## src/rtl/egg_timer_ctrl_pkg.sv

```systemverilog
// Shared definitions for the egg timer controller: state encodings and BCD digit constants.
package egg_timer_ctrl_pkg;

  localparam int unsigned DIGIT_W = 4;
  localparam int unsigned STATE_W = 3;

  typedef enum logic [STATE_W-1:0] {
    ST_IDLE  = 3'd0,
    ST_RUN   = 3'd1,
    ST_PAUSE = 3'd2,
    ST_DONE  = 3'd3
  } state_e;

  localparam logic [DIGIT_W-1:0] BCD_NINE = 4'd9;
  localparam logic [DIGIT_W-1:0] BCD_FIVE = 4'd5;

endpackage

```

## src/rtl/egg_timer_ctrl_bcd2_incr.sv

```systemverilog
// Registered two-digit BCD incrementer; wraps from MAX_TENS:9 back to 00.
module bcd2_incr
  import egg_timer_ctrl_pkg::*;
#(
  parameter logic [DIGIT_W-1:0] MAX_TENS = BCD_FIVE
) (
  input  logic                 clk,
  input  logic                 reset,
  input  logic                 inc,
  input  logic [2*DIGIT_W-1:0] rst_val,
  output logic [DIGIT_W-1:0]   tens,
  output logic [DIGIT_W-1:0]   units
);

  always_ff @(posedge clk) begin
    if (reset) begin
      tens  <= rst_val[2*DIGIT_W-1:DIGIT_W];
      units <= rst_val[DIGIT_W-1:0];
    end else if (inc) begin
      if (units == BCD_NINE) begin
        units <= '0;
        tens  <= (tens == MAX_TENS) ? '0 : tens + DIGIT_W'(1);
      end else begin
        units <= units + DIGIT_W'(1);
      end
    end
  end

endmodule

```

## src/rtl/egg_timer_ctrl.sv

```systemverilog
// Egg timer sequencer: programs mm:ss, drives load/enable of the BCD countdown and
// stops it at 00:00, then sounds the alarm for a fixed number of 1 Hz ticks.
module egg_timer_ctrl
  import egg_timer_ctrl_pkg::*;
#(
  parameter logic [DIGIT_W-1:0] DEFAULT_MIN = 4'd3,
  parameter logic [7:0]         ALARM_TICKS = 8'd10
) (
  input  logic               clk,
  input  logic               reset,
  input  logic               tick_1hz,
  input  logic               btn_start,
  input  logic               btn_stop,
  input  logic               btn_sec_inc,
  input  logic               btn_min_inc,
  input  logic [DIGIT_W-1:0] seconds,
  input  logic [DIGIT_W-1:0] tens_seconds,
  input  logic [DIGIT_W-1:0] minutes,
  input  logic [DIGIT_W-1:0] tens_minutes,
  output logic [DIGIT_W-1:0] seconds_prog,
  output logic [DIGIT_W-1:0] tens_seconds_prog,
  output logic [DIGIT_W-1:0] minutes_prog,
  output logic [DIGIT_W-1:0] tens_minutes_prog,
  output logic               timer_load,
  output logic               main_enable,
  output logic               alarm,
  output logic [STATE_W-1:0] state
);

  state_e     state_q;
  logic [7:0] alarm_cnt;
  logic       all_zero;
  logic       prog_zero;
  logic       in_idle;

  assign in_idle   = (state_q == ST_IDLE);
  assign all_zero  = ({tens_minutes, minutes, tens_seconds, seconds} == '0);
  assign prog_zero = ({tens_minutes_prog, minutes_prog, tens_seconds_prog, seconds_prog} == '0);
  assign state     = STATE_W'(state_q);

  // Gated straight off the digits so the tick landing on 00:00 can never be followed by another decrement.
  assign main_enable = (state_q == ST_RUN) && !all_zero;

  bcd2_incr #(.MAX_TENS(BCD_FIVE)) u_sec_prog (
    .clk     (clk),
    .reset   (reset),
    .inc     (btn_sec_inc && in_idle),
    .rst_val (8'h00),
    .tens    (tens_seconds_prog),
    .units   (seconds_prog)
  );

  bcd2_incr #(.MAX_TENS(BCD_NINE)) u_min_prog (
    .clk     (clk),
    .reset   (reset),
    .inc     (btn_min_inc && in_idle),
    .rst_val ({4'd0, DEFAULT_MIN}),
    .tens    (tens_minutes_prog),
    .units   (minutes_prog)
  );

  // timer_load and alarm are updated together with state so they track it with no extra latency.
  always_ff @(posedge clk) begin
    if (reset) begin
      state_q    <= ST_IDLE;
      timer_load <= 1'b1;
      alarm      <= 1'b0;
      alarm_cnt  <= '0;
    end else begin
      case (state_q)
        ST_IDLE: begin
          if (btn_start && !btn_stop && !prog_zero) begin
            state_q    <= ST_RUN;
            timer_load <= 1'b0;
          end
        end
        ST_RUN: begin
          if (all_zero) begin
            state_q   <= ST_DONE;
            alarm     <= 1'b1;
            alarm_cnt <= '0;
          end else if (btn_stop) begin
            state_q <= ST_PAUSE;
          end
        end
        ST_PAUSE: begin
          if (btn_stop) begin
            state_q    <= ST_IDLE;
            timer_load <= 1'b1;
          end else if (btn_start) begin
            state_q <= ST_RUN;
          end
        end
        ST_DONE: begin
          if (btn_start || btn_stop || (tick_1hz && alarm_cnt == ALARM_TICKS - 8'd1)) begin
            state_q    <= ST_IDLE;
            timer_load <= 1'b1;
            alarm      <= 1'b0;
          end else if (tick_1hz) begin
            alarm_cnt <= alarm_cnt + 8'd1;
          end
        end
        default: begin
          state_q    <= ST_IDLE;
          timer_load <= 1'b1;
          alarm      <= 1'b0;
        end
      endcase
    end
  end

endmodule

```

## config.mk

```make
export PLATFORM = sky130hd
export DESIGN_NAME = egg_timer_ctrl
export DESIGN_NICKNAME = d
export VERILOG_FILES = /design/src/rtl/egg_timer_ctrl_pkg.sv /design/src/rtl/egg_timer_ctrl_bcd2_incr.sv /design/src/rtl/egg_timer_ctrl.sv
export SDC_FILE = /design/constraint.sdc
export NUM_CORES = 1
export LEC_CHECK = 0
export BUFFER_PORTS_ARGS = -buffer_cell sky130_fd_sc_hd__buf_4
export CAP_MARGIN = 20
export CORE_MARGIN = 10
export CORE_UTILIZATION = 50
export DETAILED_ROUTE_END_ITERATION = 12
export HOLD_SLACK_MARGIN = 0.05
export PLACE_DENSITY = 0.82
export RECOVER_POWER = 100
export SLEW_MARGIN = 10
export SYNTH_ARGS = -nofsm -noshare
export SYNTH_HDL_FRONTEND = slang
export SYNTH_SLANG_ARGS = --single-unit
```

## constraint.sdc

```tcl
create_clock -name clk -period 3.8 [get_ports clk]
set_input_delay 0.76 -clock clk [delete_from_list [all_inputs] [get_ports clk]]
set_output_delay 0.76 -clock clk [all_outputs]
set_load 0.005 [all_outputs]
```

[Yosys cells after proc, flatten, opt, wreduce, memory -nomap -nowiden]
Cells that the tools add are included.
Storage, ports and cells
  flip-flop bits (word level): 29
  input bits: 23
  output and inout port bits: 22
  logic and storage cells: 75
Cells by class
  add/subtract/negate cells: 5
  equal/unequal tests: 16
  mux-type cells: 22
  bitwise operators: 2
  reduce and logical (&&, ||, !) cells: 22
Operators with widths (count)
  zero test 16 bit: 2
  two-way mux 8 bit: 3
  two-way mux 3 bit: 6
  adder 4 x 1 -> 4 bit, second input constant: 4
  two-way mux 4 bit: 4
  case mux 8 bit (2 select lines): 1
  equality test 4 bit, second input constant: 3
  case mux 3 bit (4 select lines): 1
  AND reduction 4 bit: 3
  inequality test 2 bit, second input constant: 5
  adder 8 x 1 -> 8 bit, second input constant: 1
  equality test 8 x 4 -> 1 bit, second input constant: 1
  equality test 3 x 2 -> 1 bit, second input constant: 2
  logical AND 1 bit: 6
  inequality test 3 bit, second input constant: 2
  two-way mux 1 bit: 5
  equality test 4 x 3 -> 1 bit, second input constant: 1
  case mux 1 bit (4 select lines): 1
  AND reduction 2 bit: 2
  equality test 3 x 1 -> 1 bit, second input constant: 1
  zero test 1 bit: 3
  zero test 3 bit: 1
  case mux 1 bit (3 select lines): 1
  AND reduction 3 bit: 1
  5 further kinds: 7

[Longest topological paths before layout]
Gate-level depths: netlist of run 1.
  word-level depth: 5
  mapped depth: 6
  gate-level depth less buffers: 6

[Modules after synthesis]
Synthesis of run 1 repeated with hierarchy kept, for this count alone.
Second synthesis, totals
  cells, all modules: 200
  area total of the unflattened synthesis: 1821.7 µm²
By module, submodules not included
  egg_timer_ctrl: instances 1, cells an instance 100, area an instance 853.3 µm², sequential area each 240.2 µm²
  bcd2_incr (u_min_prog): instances 1, cells an instance 51, area an instance 491.7 µm², sequential area each 240.2 µm²
  bcd2_incr (u_sec_prog): instances 1, cells an instance 49, area an instance 476.7 µm², sequential area each 240.2 µm²

[Worst setup path before layout of run 1]
No wires, ideal clock.
  path type: in2out
  from: input seconds[2]
  to: output main_enable
  data arrival time: 1.365 ns
  required time: 3.040 ns
  slack: 1.675 ns
  cell stages on the path: 3
  buffers on the path: 0
  cell sequence: nor4_1 > and4_1 > nor2_1
On the way
  longest elaborated chain between the ends: 3
Ends and longest elaborated chain
  start: declaration: line egg_timer_ctrl.sv:16  | input logic [DIGIT_W-1:0] seconds,
  zero test 16 bit: line egg_timer_ctrl.sv:37  | assign all_zero = ({tens_minutes, minutes, tens_seconds, seconds} == '0);
  zero test 1 bit: line egg_timer_ctrl.sv:42  | assign main_enable = (state_q == ST_RUN) && !all_zero;
  logical AND 1 bit: line egg_timer_ctrl.sv:42
  end: declaration: line egg_timer_ctrl.sv:25  | output logic main_enable,
Every way passes these cells.

[Worst setup path in the final report of run 1]
  from: input seconds[1]
  to: output main_enable
The elaborated chain is that of the path after synthesis.

==> results_dict.tcl, run 1 <==
set metrics [dict create \
    yosysMostFrequentCell "dfxtp_1" \
    netlist.area_leader.share_pct 35.64 \
    min_period_ps 2476 \
    synth_commonest_cells "28 x dfxtp_1, 16 x nor2_1, 15 x a21oi_1, 10 x nand2_1, 9 x o21ai_0" \
    rr_endpoint "alarm_cnt[3]$_SDFFE_PP0P_" \
    viasPerCell 5.756 \
    drive_above_1_share_pct 21.68 \
    diodes 0 \
    maxSlewHeadroom_pct 43.73 \
    synthSimpleGateAreaFrac_pct 32.30 \
    ys_seq_area_share_pct 35.64 \
    slew_violations 0 \
    path_class "in2out" \
    synth_top_family_by_area "simple AND/OR/NAND/NOR gates" \
    power.density_nw_per_um2 320.4 \
    initial_utilization_pct 51.94 \
    fp.coreArea_sq_um 3028 \
    regToRegSetupSlack_ps 1520 \
    cts-resized-gates 0 \
    clockBufferDepth 2 \
    worst-r2r-cell-count 5 \
    insertion_delay_ps 330 \
    tritoncts "done" \
    setup_slack_ps 1324 \
    synthAdderAreaFrac_pct 1.591 \
    p_leak_uw 0.0007131 \
    cts_buffers 3 \
    synth_area_leaders "dfxtp_1 36%, a21oi_1 4.8%, nor2_1 3.8%" \
    die_area_sq_um 5789 \
    fmax_mhz 404.0 \
    setup_viol 0 \
    synth_warnings 0 \
    synth.distinct_cells 52 \
    drv_cap 0 \
    synth_top_area_cell "dfxtp_1" \
    rsz0062_at_grt "false" \
    area_growth_pct 22.12 \
    synth_edf_count 0 \
    synth-seq-cells 28 \
    grt_max_degree 28 \
    status "completed" \
    gp_congestion 0.8227 \
    cp_max_fo 3 \
    cts_setup_buffers 0 \
    ant_nets 0 \
    routed_wl_mm 3.994 \
    crit_end "main_enable" \
    fp.dieH_um 76.09 \
    required_ps 3040 \
    grt_use_total_pct 13.74 \
    skew_ps 2.920 \
    cts_htree_levels 1 \
    grt_pass1_vias 1461 \
    netlist_area_sq_um 1573 \
    synth-compound-area-share_pct 22.35 \
    synthMuxAreaShare_pct 0.6364 \
    post-route-period-util_pct 65.15 \
    overflow 0 \
    reg2reg_from "alarm_cnt[0]$_SDFFE_PP0P_" \
    critPathArrivalTime_ps 1720 \
    grt_antenna_before_repair 0 \
    hpwl_mm 3.013 \
    hold_violations 0 \
    num_vias 1554 \
    hold_buffers 0 \
    place_ws_ps 1324 \
    vdd.ir_drop.worst_mv 0.3262 \
    ys.flop_type "dfxtp_1" \
    min_path_cells 2 \
    clk_pin_slew_worst_paths_ps 140 \
    tns_ps 0 \
    fin_cells 270 \
    synthArstFlopShare_pct 0 \
    pin_count 45 \
    firstDrtPassIters 5 \
    row_count 20 \
    root_buffer "clkbuf_4" \
    synthesis.instances 186 \
    portBuffers 43 \
    synth.avg_cell_area_sq_um 8.456 \
    grt_first_pass_wirelength_mm 6.913 \
    avgRoutedWirePerCell_um 14.79 \
    drt_iter0_drc 115 \
    cts_sinks 28 \
    drc 0 \
    setup.worst_path.end_class "primary output" \
    setup.worst_path.start_class "input port" \
    nFillCells 255 \
    synth-xor-area-share_pct 3.341 \
    worst_pin_slew_ps 832.3 \
    fin_nets 252 \
    die_w_um 76.09 \
    hold_path_class "reg2reg" \
    crit_start "seconds[1]" \
    place_inst 266 \
    syn-num-nets 211 \
]
==> worst min path at each step <==
stage                         startpoint                   endpoint
3_3_place_gp   alarm_cnt[1]$_SDFFE_PP0P_  alarm_cnt[1]$_SDFFE_PP0P_
3_5_place_dp   alarm_cnt[0]$_SDFFE_PP0P_  alarm_cnt[0]$_SDFFE_PP0P_
4_1_cts        alarm_cnt[0]$_SDFFE_PP0P_  alarm_cnt[0]$_SDFFE_PP0P_
5_1_grt        alarm_cnt[1]$_SDFFE_PP0P_  alarm_cnt[1]$_SDFFE_PP0P_
6_report       alarm_cnt[0]$_SDFFE_PP0P_  alarm_cnt[0]$_SDFFE_PP0P_
2_1_floorplan  alarm_cnt[1]$_SDFFE_PP0P_  alarm_cnt[1]$_SDFFE_PP0P_
==> critical path, stage by stage <==
cell and delay (ps):
buf_4 110, nor4_1 350, and4_1 300, nor2_1 60, clkbuf_4 140
==> report_power, final <==
group | switching (uW) | internal (uW)
clock | 88.0 | 58.7
sequential | 31.5 | 309
combinational | 60.1 | 67.6
==> layout by cell type, fill, tap and decap left out, types with 6 or more instances in the layout <==
master / instances
dfxtp_1: 28
clkbuf_4: 22
buf_4: 22
nor2_1: 16
a21oi_1: 15
nand2_1: 10
o21ai_0: 10
nor4_1: 8
inv_1: 7
nor2b_1: 6
a31oi_1: 6
nand3_1: 6
==> stage by stage <==
step	total power (uW)	cell area (sq um)	util (%)	hold slack, ps
final	615.3	1921	63.43	513.9
after global routing	650.7	1921	63.43	556.3
after CTS	624.7	1952	64.46	519.9
after detailed placement	477.8	1916	63.26	505.5
after global placement	476.0	1916	63.26	493.2
after floorplan	414.4	1573	-	473.6
==> area by class of cell <==
cell class / count / area [sq um] / share of cell area [%]
clock buffer: 4 / 36.28 / 1.889
inverter: 7 / 26.28 / 1.368
multi-input combinational: 144 / 927.1 / 48.27
timing repair buffer: 43 / 315.3 / 16.42
tap: 44 / 55.05 / 2.866
sequential: 28 / 560.5 / 29.19
==> metal layers <==
metal  vias up  routed length, um  global-route usage [%]
li1        786                  -                       -
met2        32               2025                   24.15
met3         2                157                   4.127
met4         0                 24                   3.160
met5         -                  0                       0
met1       734               1786                   15.86
==> sequential cells by signal, indices dropped and copies added, names as in the netlist <==
| register | count |
|---|---|
| u_min_prog.units | 4 |
| alarm_cnt | 8 |
| u_sec_prog.units | 4 |
| u_sec_prog.tens | 4 |
| u_min_prog.tens | 4 |
| state | 2 |
| timer_load | 1 |
| alarm | 1 |
==> cells by family (layout without fill, tap and decap cells) <==
group	Yosys count	count (layout)
AND/OR/NAND/NOR	81	81
AO/OA/AOI/OAI	53	53
flip-flops	28	28
buffers and inverters	14	54
XOR/XNOR	6	6
adder cells (fa/ha/maj)	2	2
other	1	1
multiplexers	1	1
(Power assumes the default switching activity.)
==> run 2, diff against run 1 <==
Settings changed: CORE_UTILIZATION 50 to 46, PLACE_DENSITY 0.82 to 0.8.
Clock period 3.8 ns to 2.1 ns, I/O delays scaled along.
==> run 2 against run 1 <==
  * Non-clock buffer count did not move
  * Hold slack got worse by 130 ps
  * Design area rose by 1.8%
  * Core utilization fell by 4.4 points
  * Routed wire length rose by 1.9%
  * First-iteration DRC count rose by 34%
  * Sequential share of layout area fell by 0.38 points
  * Clock skew rose by 2.6 ps
  * Critical endpoint unchanged
  * Highest routed layer unchanged
==> results_dict.tcl, run 2 (synthesis gave the netlist of run 1 again) <==
set metrics [dict create \
    grt_max_degree 28 \
    drv_cap 0 \
    setup.worst_path.end_class "primary output" \
    p_switching_uw 334.0 \
    top_register "alarm_cnt" \
    slew_violations 0 \
    min_period_ps 1868 \
    pin_count 45 \
    setup_viol 0 \
    seq_power_share_pct 51.1 \
    drc 0 \
    overflow 0 \
    required_ps 1680 \
    layout_common_cells "26 x dfxtp_1, 22 x buf_4, 20 x clkbuf_4, 16 x nor2_1, 15 x a21oi_1" \
    die_area_sq_um 6158 \
    portBuffers 43 \
    intPower_uw 874.1 \
    drt_iter0_drc 154 \
    skew_ps 5.517 \
    placed_cell_area_sq_um 1918 \
    grt_antenna_before_repair 0 \
    cts_sinks 28 \
    hold_buffers 0 \
    row_count 21 \
    regToRegSetupSlack_ps 320 \
    hpwl_mm 3.041 \
    power.density_nw_per_um2 618.2 \
    crit_start "state[1]$_SDFFE_PP0P_" \
    fin_nets 252 \
    root_buffer "clkbuf_4" \
    initial_utilization_pct 47.51 \
    cts_buffers 3 \
    grt_use_total_pct 13.43 \
    largest_reg_flops 8 \
    fp.coreArea_sq_um 3311 \
    critPathArrivalTime_ps 1450 \
    sw_frac_of_total_pct 27.65 \
    worst-r2r-cell-count 5 \
    die_w_um 78.47 \
    clk_pin_slew_worst_paths_ps 160 \
    tns_ps 0 \
    power_frac_comb_pct 19.0 \
    tritoncts "done" \
    crit_end "main_enable" \
    area_growth_pct 24.26 \
    reg2reg_from "alarm_cnt[0]$_SDFFE_PP0P_" \
    ant_nets 0 \
    cp_max_fo 14 \
    rr_endpoint "alarm_cnt[3]$_SDFFE_PP0P_" \
    grt_pass1_vias 1507 \
    post-route-period-util_pct 88.97 \
    grt_first_pass_wirelength_mm 7.079 \
    p_leak_uw 0.0007141 \
    num_vias 1566 \
    status "completed" \
    fp.dieH_um 78.47 \
    viasPerCell 5.757 \
    hold_violations 0 \
    cts_htree_levels 1 \
    firstDrtPassIters 4 \
    drive_above_1_share_pct 23.01 \
    p_clk_share_pct 30.0 \
    clockBufferDepth 2 \
    fmax_mhz 535.2 \
    fin_util_pct 59.03 \
    rsz0062_at_grt "false" \
    holdWs_ps 385.9 \
    vdd.ir_drop.worst_mv 0.4337 \
    insertion_delay_ps 340 \
    routed_wl_mm 4.068 \
    gp_congestion 0.8511 \
    mostFrequentLayoutCell "dfxtp_1" \
    final_area_sq_um 1954 \
    setup.worst_path.start_class "flip-flop" \
    hold_path_class "in2reg" \
    avgRoutedWirePerCell_um 14.96 \
    diodes 0 \
    path_class "reg2out" \
]
-- run 2: changes by cell type in the layout (fill, tap and decap cells not counted), moves of 2 or more --
cell	delta
dfxtp_1	-2
dfxtp_2	+2
clkbuf_4	-2
clkbuf_1	+2
-- run 2: worst max-delay path: stages, from the launching register on --
cell	delay, ps
dfxtp_2	510
inv_1	170
nand2_1	210
nor2_1	80
clkbuf_4	140
-- run 2: repair_timing --
| action | CTS | global route |
|---|---|---|
| resized for setup | 0 | 2 |
| endpoints found under the setup margin | 0 | 1 |
| buffers inserted | 0 | 0 |
| endpoints found under the hold margin | 0 | 0 |
-- run 2: stage by stage --
step | worst slack, ps | std cells | total power, uW
after floorplan | 547.9 | 186 | 749.9
after global placement | 288.4 | 268 | 860.5
after detailed placement | 288.0 | 268 | 862.5
after CTS | 46.79 | 272 | 1220
after global routing | 134.7 | 272 | 1270
final | 231.7 | 272 | 1208
-- run 2: layer usage --
layer / vias to the layer above / track usage, % / part of all wire, %
met5: - / 0 / 0
met3: 6 / 3.189 / 5.9
met2: 44 / 21.22 / 49
met1: 732 / 17.20 / 44
met4: 0 / 5.197 / 1.7
li1: 784 / - / -
-- run 2: layout make-up --
cell class / count / area, sq um
Clock inverter: 1 / 30.03
Tap cell: 46 / 57.56
Timing Repair Buffer: 43 / 307.8
Inverter: 7 / 26.28
Fill cell: 323 / 1356
Clock buffer: 3 / 22.52
Multi-Input combinational cell: 144 / 947.2
Sequential cell: 28 / 563.0
-- run 2: worst min path at each step --
stage                                       endpoint                       from  cells after the start  slack, ps
global route                 timer_load$_SDFFE_PP1P_                   btn_stop                      4        400
detailed placement                alarm$_SDFFE_PP0P_         alarm$_SDFFE_PP0P_                      2        500
CTS                 u_min_prog.units[0]$_SDFFE_PP1P_                btn_min_inc                      3        390
floorplan                  alarm_cnt[1]$_SDFFE_PP0P_  alarm_cnt[1]$_SDFFE_PP0P_                      2        470
finish                       timer_load$_SDFFE_PP1P_                   btn_stop                      4        390
global placement                  alarm$_SDFFE_PP0P_         alarm$_SDFFE_PP0P_                      2        500
-- run 2: power by group through the flow --
stage | clock network (uW) | logic [uW] | registers, uW
5_1_grt | 387 | 259 | 625
3_5_place_dp | 0 | 236 | 627
3_3_place_gp | 0 | 233 | 627
6_report | 362 | 229 | 617
4_1_cts | 368 | 237 | 616
2_1_floorplan | 0 | 144 | 606
